===== config.mk =====
export PLATFORM = sky130hd
export DESIGN_NAME = pipe_stage_reg
export DESIGN_NICKNAME = d
export VERILOG_FILES = /design/src/rtl/pipe_stage_reg.sv
export SDC_FILE = /design/constraint.sdc
export NUM_CORES = 1
export LEC_CHECK = 0
export BUFFER_PORTS_ARGS = -buffer_cell sky130_fd_sc_hd__buf_2
export CORE_MARGIN = 4
export CORE_UTILIZATION = 55
export CTS_BUF_LIST = sky130_fd_sc_hd__clkbuf_2 sky130_fd_sc_hd__clkbuf_4 sky130_fd_sc_hd__clkbuf_8
export DETAILED_ROUTE_END_ITERATION = 10
export PLACE_DENSITY_LB_ADDON = 0.2
export SLEW_MARGIN = 10
export SYNTH_ARGS = -nofsm -noshare
export SYNTH_HDL_FRONTEND = slang
export SYNTH_SLANG_ARGS = --single-unit

===== constraint.sdc =====
create_clock -name clk -period 6.2 [get_ports clk]
set_input_delay 1.24 -clock clk [delete_from_list [all_inputs] [get_ports clk]]
set_output_delay 1.24 -clock clk [all_outputs]
set_load 0.05 [all_outputs]

===== src/rtl/pipe_stage_reg.sv =====
// Pipeline stage register: one payload word plus control field under valid/ready,
// with synchronous flush, optional two-entry skid buffer and saturating stall counter.
module pipe_stage_reg #(
   parameter int unsigned DATA_W = 128,
   parameter int unsigned CTRL_W = 2,
   parameter int unsigned SKID   = 1,
   parameter int unsigned CNT_W  = 16
) (
   input  logic              clk,
   input  logic              rst,
   input  logic              in_valid,
   output logic              in_ready,
   input  logic [CTRL_W-1:0] in_ctrl,
   input  logic [DATA_W-1:0] in_data,
   input  logic              flush,
   output logic              out_valid,
   input  logic              out_ready,
   output logic [CTRL_W-1:0] out_ctrl,
   output logic [DATA_W-1:0] out_data,
   output logic [1:0]        occupancy,
   output logic [CNT_W-1:0]  stall_cnt
);

   if (SKID == 0) begin : g_single
      logic              vld_q;
      logic [CTRL_W-1:0] ctrl_q;
      logic [DATA_W-1:0] data_q;
      logic              push;

      assign in_ready = !rst && (!vld_q || out_ready);
      assign push     = in_valid && in_ready;

      // A push with a simultaneous pop simply overwrites the entry.
      always_ff @(posedge clk) begin
         if (rst) begin
            vld_q  <= 1'b0;
            ctrl_q <= '0;
            data_q <= '0;
         end else if (flush) begin
            vld_q  <= 1'b0;
            ctrl_q <= '0;
         end else if (push) begin
            vld_q  <= 1'b1;
            ctrl_q <= in_ctrl;
            data_q <= in_data;
         end else if (out_ready) begin
            vld_q  <= 1'b0;
            ctrl_q <= '0;
         end
      end

      assign out_valid = vld_q;
      assign out_ctrl  = ctrl_q;
      assign out_data  = data_q;
      assign occupancy = {1'b0, vld_q};
   end else begin : g_skid
      typedef enum logic [1:0] {
         S_EMPTY = 2'd0,
         S_ONE   = 2'd1,
         S_TWO   = 2'd2
      } state_t;

      state_t            state_q;
      logic [CTRL_W-1:0] main_ctrl, skid_ctrl;
      logic [DATA_W-1:0] main_data, skid_data;
      logic              rdy_q;
      logic              push, pop;

      // rdy_q sits at 1 through reset so the stage accepts on the first cycle after release.
      assign in_ready = rdy_q && !rst;
      assign push     = in_valid && in_ready;
      assign pop      = (state_q != S_EMPTY) && out_ready;

      always_ff @(posedge clk) begin
         if (rst) begin
            state_q   <= S_EMPTY;
            main_ctrl <= '0;
            skid_ctrl <= '0;
            main_data <= '0;
            skid_data <= '0;
            rdy_q     <= 1'b1;
         end else if (flush) begin
            state_q   <= S_EMPTY;
            main_ctrl <= '0;
            skid_ctrl <= '0;
            rdy_q     <= 1'b1;
         end else begin
            case (state_q)
               S_EMPTY: if (push) begin
                  state_q   <= S_ONE;
                  main_ctrl <= in_ctrl;
                  main_data <= in_data;
               end
               S_ONE: if (push && !pop) begin
                  state_q   <= S_TWO;
                  skid_ctrl <= in_ctrl;
                  skid_data <= in_data;
                  rdy_q     <= 1'b0;
               end else if (push) begin
                  main_ctrl <= in_ctrl;
                  main_data <= in_data;
               end else if (pop) begin
                  state_q   <= S_EMPTY;
                  main_ctrl <= '0;
               end
               S_TWO: if (pop) begin
                  state_q   <= S_ONE;
                  main_ctrl <= skid_ctrl;
                  main_data <= skid_data;
                  skid_ctrl <= '0;
                  rdy_q     <= 1'b1;
               end
               default: begin
                  state_q <= S_EMPTY;
                  rdy_q   <= 1'b1;
               end
            endcase
         end
      end

      assign out_valid = (state_q != S_EMPTY);
      assign out_ctrl  = main_ctrl;
      assign out_data  = main_data;
      assign occupancy = state_q;
   end

   always_ff @(posedge clk) begin
      if (rst)
         stall_cnt <= '0;
      else if (out_valid && !out_ready && stall_cnt != '1)
         stall_cnt <= stall_cnt + CNT_W'(1);
   end

endmodule


# Word-level counts from Yosys, hierarchy flattened
# Cells that the tools add are included.
# totals
regBits	279
latchBits	0
ramBits	0
rom_bits	0
in_bits	135
out_inout_bits	150
elab_cells	60
n_memories	0
# op_classes
add_sub_neg	1
multipliers	0
div_mod_pow	0
order_cmp	0
eq_ne	10
shifts	0
n_mux	20
bitwise_logic	2
reduce_logical	20
# ops
operator	n
128-bit 2-to-1 mux	3
128-bit case mux with 3 select lines	1
2-bit 2-to-1 mux	10
16-bit by 1-bit adder with 16-bit output (second input constant)	1
16-bit != test (second input constant)	1
2-bit case mux with 3 select lines	2
3-bit != test (second input constant)	3
3-bit AND reduction	3
2-bit != test (second input constant)	4
4-bit AND reduction	2
1-bit logical AND	6
5-bit AND reduction	1
2-bit case mux with 2 select lines	1
2-bit nonzero test	2
1-bit zero test	3
1-bit case mux with 3 select lines	1
3-bit nonzero test	1
2-bit by 1-bit equality test with 1-bit output (second input constant)	1
2-bit equality test (second input constant)	1
2-bit zero test	1
1-bit 2-to-1 mux	2
1-bit inverter	2
2-bit OR reduction	1

# Logic depth before layout (Yosys ltp)
# logic_depth
depth_word	6
mapped_depth	9
depth_no_buf	6

# Worst setup path after synthesis
# No wires, ideal clock.
# synth_timing
path_type	input to output
start	in rst
end	out in_ready
t_arrival_ps	2255
t_required_ps	4960
slack_ps	2705
stages	3
path_buffers	2
path_cell_list	buf_2 -> clkbuf_1 -> nor2b_1
# synth_via
elab_chain_cells	2
# synth_rtl
item	line_no	source
start, declared	10	input logic rst,
1-bit zero test	70	assign in_ready = rdy_q && !rst;
1-bit logical AND	70	
end, declared	12	output logic in_ready,
# Every way passes these cells.

# Final worst setup path
# Same ends and word-level chain as after synthesis.

==> impl_metrics.tcl <==
set metrics [dict create \
    status "finished clean" \
    seqPwrFrac_pct 46.4 \
    cts_buffers 46 \
    tritoncts "built" \
    yosys_warnings 0 \
    r2r_cells 6 \
    gr-usage-all-layers_pct 23.9 \
    crit_required_ns 4.96 \
    synthCells 1278 \
    crit_family "buffers and inverters" \
    syn-cell-area_um2 11200 \
    synthDistinctLibCells 44 \
    power_frac_comb_pct 11.0 \
    sw_frac_of_total_pct 25.6 \
    grt_setup_unrepaired "no" \
    maxCapViolations 0 \
    hold_viol 0 \
    min_to "g_skid.skid_data[98]" \
    die_width_um 151 \
    r2r_slack_ns 2.88 \
    place_inst 1733 \
    synth_xor_area_share_pct 0.157 \
    clk_path_buf_depth 3 \
    slew_headroom_pct 21.0 \
    antenna_found_initial 4 \
    arrival_ns 2.08 \
    ant_nets 0 \
    skew_ns 0.0153 \
    setup_tns_ns 0 \
    finalCritPeriodShare_pct 53.5 \
    setup_viol 0 \
    path_cells "clkbuf_8, nor2b_1, buf_2" \
    gp_congestion 0.788 \
    cp_slowest_cell "buf_2" \
    cts_root_buf "clkbuf_8" \
    syn_area_per_cell_um2 8.75 \
    reg2reg_to "out_data[49]" \
    drive_gt1_share_pct 24.5 \
    num_io_pins 285 \
    synth_edf_count 0 \
    place_ws_ns 2.43 \
    rows 51 \
    max_freq_mhz 301 \
    final.min_clock_period_ns 3.32 \
    path_clk_slew_ns 0.06 \
    placed_area_um2 12600 \
    postCtsSetupRepairBufs 0 \
    num_vias 9784 \
    syn_nets 1418 \
    min_delay_path_depth 2 \
    nFillCells 1643 \
    initial_core_util_pct 56.7 \
    yosysMostFrequentCell "dfxtp_1" \
    yosys_register_bits 279 \
    cts_hold_buffers 0 \
    hpwlAfterDp_um 18100 \
    grt_pass1_vias 9085 \
    p_total_mw 4.04 \
    vdd_ir_drop_max_mv 0.211 \
    synth_top_area_cell "dfxtp_1" \
    ys_seq_area_share_pct 49.9 \
    wl_um 28000 \
    cp-start-kind "primary input" \
    end_kind "output pin" \
    fin_area_um2 13600 \
    yosys.area_share.adder_pct 0.559 \
    synth-simple-area-share_pct 16.2 \
    grt_max_degree 113 \
    grt_pass1_wl_um 44700 \
    synth_compound_area_share_pct 17.0 \
    viasPerCell 5.40 \
    crit_start "rst" \
    final_util_pct 69.2 \
    worst-setup-path-type "primary input to output pin" \
    clk_latency_ns 0.54 \
    finalHoldWorstSlack_ns 0.452 \
    drt_iter0_markers 529 \
    synthFlopType "dfxtp_1" \
    timing.final.ws_setup_ns 2.88 \
    synthTopCellsByArea "dfxtp_1 50%, mux2i_1 12%, nand2_1 8.9%" \
    dieArea_um2 22700 \
    fin_cells 1812 \
    slowest_delay_ns 0.29 \
    internal_power_mw 3.01 \
    die_y_um 151 \
    p_clk_share_pct 42.6 \
    report.final.slew_viol_count 0 \
    drc 0 \
    synthDominantCellAreaShare_pct 49.9 \
    min_from "g_skid.skid_data[98]" \
    dr.pass1.iters 5 \
    synthTopCellsByCount "279 x dfxtp_1, 266 x nand2_1, 141 x a21oi_1" \
    htree_levels 2 \
    overflow 0 \
    synthMuxAreaShare_pct 11.7 \
    ctsResizeCount 0 \
    p_leak_nw 5.15 \
    timing.rr.start "occupancy[0]" \
    path_max_fanout 72 \
    p_sw_mw 1.03 \
    cts.sinks 279 \
    max_slew.worst_pin.slew_ns 1.19 \
    hold_path.class "flip-flop to flip-flop" \
    fin_nets 1656 \
    wl_per_cell_um 15.5 \
    syn_to_final_growth_pct 21.9 \
    path_buf_inv 2 \
    synth_top_family_by_area "compound AO/OA/AOI/OAI gates" \
    core_area_um2 19700 \
    p_per_area_nw_per_um2 296 \
    port_buffers 284 \
    synthArstFlopShare_pct 0 \
]
[power groups by stage]
stage	combinational, mW	sequential, mW	clock (mW)
2_1_floorplan	0.149	2.07	0
3_3_place_gp	0.440	1.91	0
3_5_place_dp	0.446	1.91	0
4_1_cts	0.447	1.88	1.76
5_1_grt	0.481	1.88	1.84
6_report	0.445	1.88	1.72
[metal layers]
| metal | vias up | GRT usage (%) | wire (µm) |
|---|---|---|---|
| met2 | 292 | 38.8 | 13400 |
| met3 | 63 | 6.23 | 2190 |
| met4 | 6 | 9.16 | 798 |
| met1 | 4488 | 30.5 | 11700 |
| met5 | - | 0 | 28 |
| li1 | 4935 | - | - |
[registers in the layout (all words and copies together) (netlist names)]
register and flops:
g_skid.rdy_q 1, g_skid.skid_ctrl 2, g_skid.skid_data 128, occupancy 2, out_ctrl 2, out_data 128
stall_cnt 16
[worst max-delay path by stage]
stage / to / slack, ns / cells past startpoint
6_report: in_ready / 2.88 / 3
5_1_grt: out_data[59] / 2.73 / 6
4_1_cts: in_ready / 2.91 / 3
3_5_place_dp: g_skid.skid_data[57] / 2.43 / 6
3_3_place_gp: g_skid.skid_data[63] / 2.51 / 6
2_1_floorplan: in_ready / 2.70 / 3
[cell families (layout without fill, tap and decap cells)]
logic type               Yosys count  count (layout)
AO/OA/AOI/OAI                    300             300
XOR/XNOR                           2               2
adder cells (fa/ha/maj)            5               5
buffers and inverters            111             379
flip-flops                       279             279
multiplexers                     131             131
other                              0               1
AND/OR/NAND/NOR                  450             450
[worst min-delay path, cell delays in order, from the launching register on]
cell and delay, ns:
dfxtp_1 0.31, nand2_1 0.05, a21oi_1 0.05
[layout by cell type (no fill, tap or decap), types with 3 or more instances in the layout]
cell      synthesis  layout
a211oi_1        129     129
a21oi_1         141     141
and3_1            4       4
buf_12            0       3
buf_2            49     283
buf_4             1       8
clkbuf_4          0      14
clkbuf_8          0      62
dfxtp_1         279     279
ha_1              5       4
inv_1             6       6
mux2i_1         131     131
nand2_1         266     266
nand3_1           6       6
nand4_1           5       5
nor2_1          140     140
nor3_1            4       4
o21ai_0          13      13
or3_1             9       9
[final cells by class]
type / count / area, µm² / area share [%]
inverter: 6 / 22.5 / 0.165
tap: 265 / 332 / 2.43
multi-input combinational: 888 / 5140 / 37.7
timing repair buffer: 295 / 1550 / 11.4
clock buffer: 75 / 945 / 6.93
clock inverter: 3 / 65.1 / 0.477
antenna: 1 / 2.50 / 0.0183
sequential: 279 / 5590 / 41.0
(Power assumes the default switching activity.)
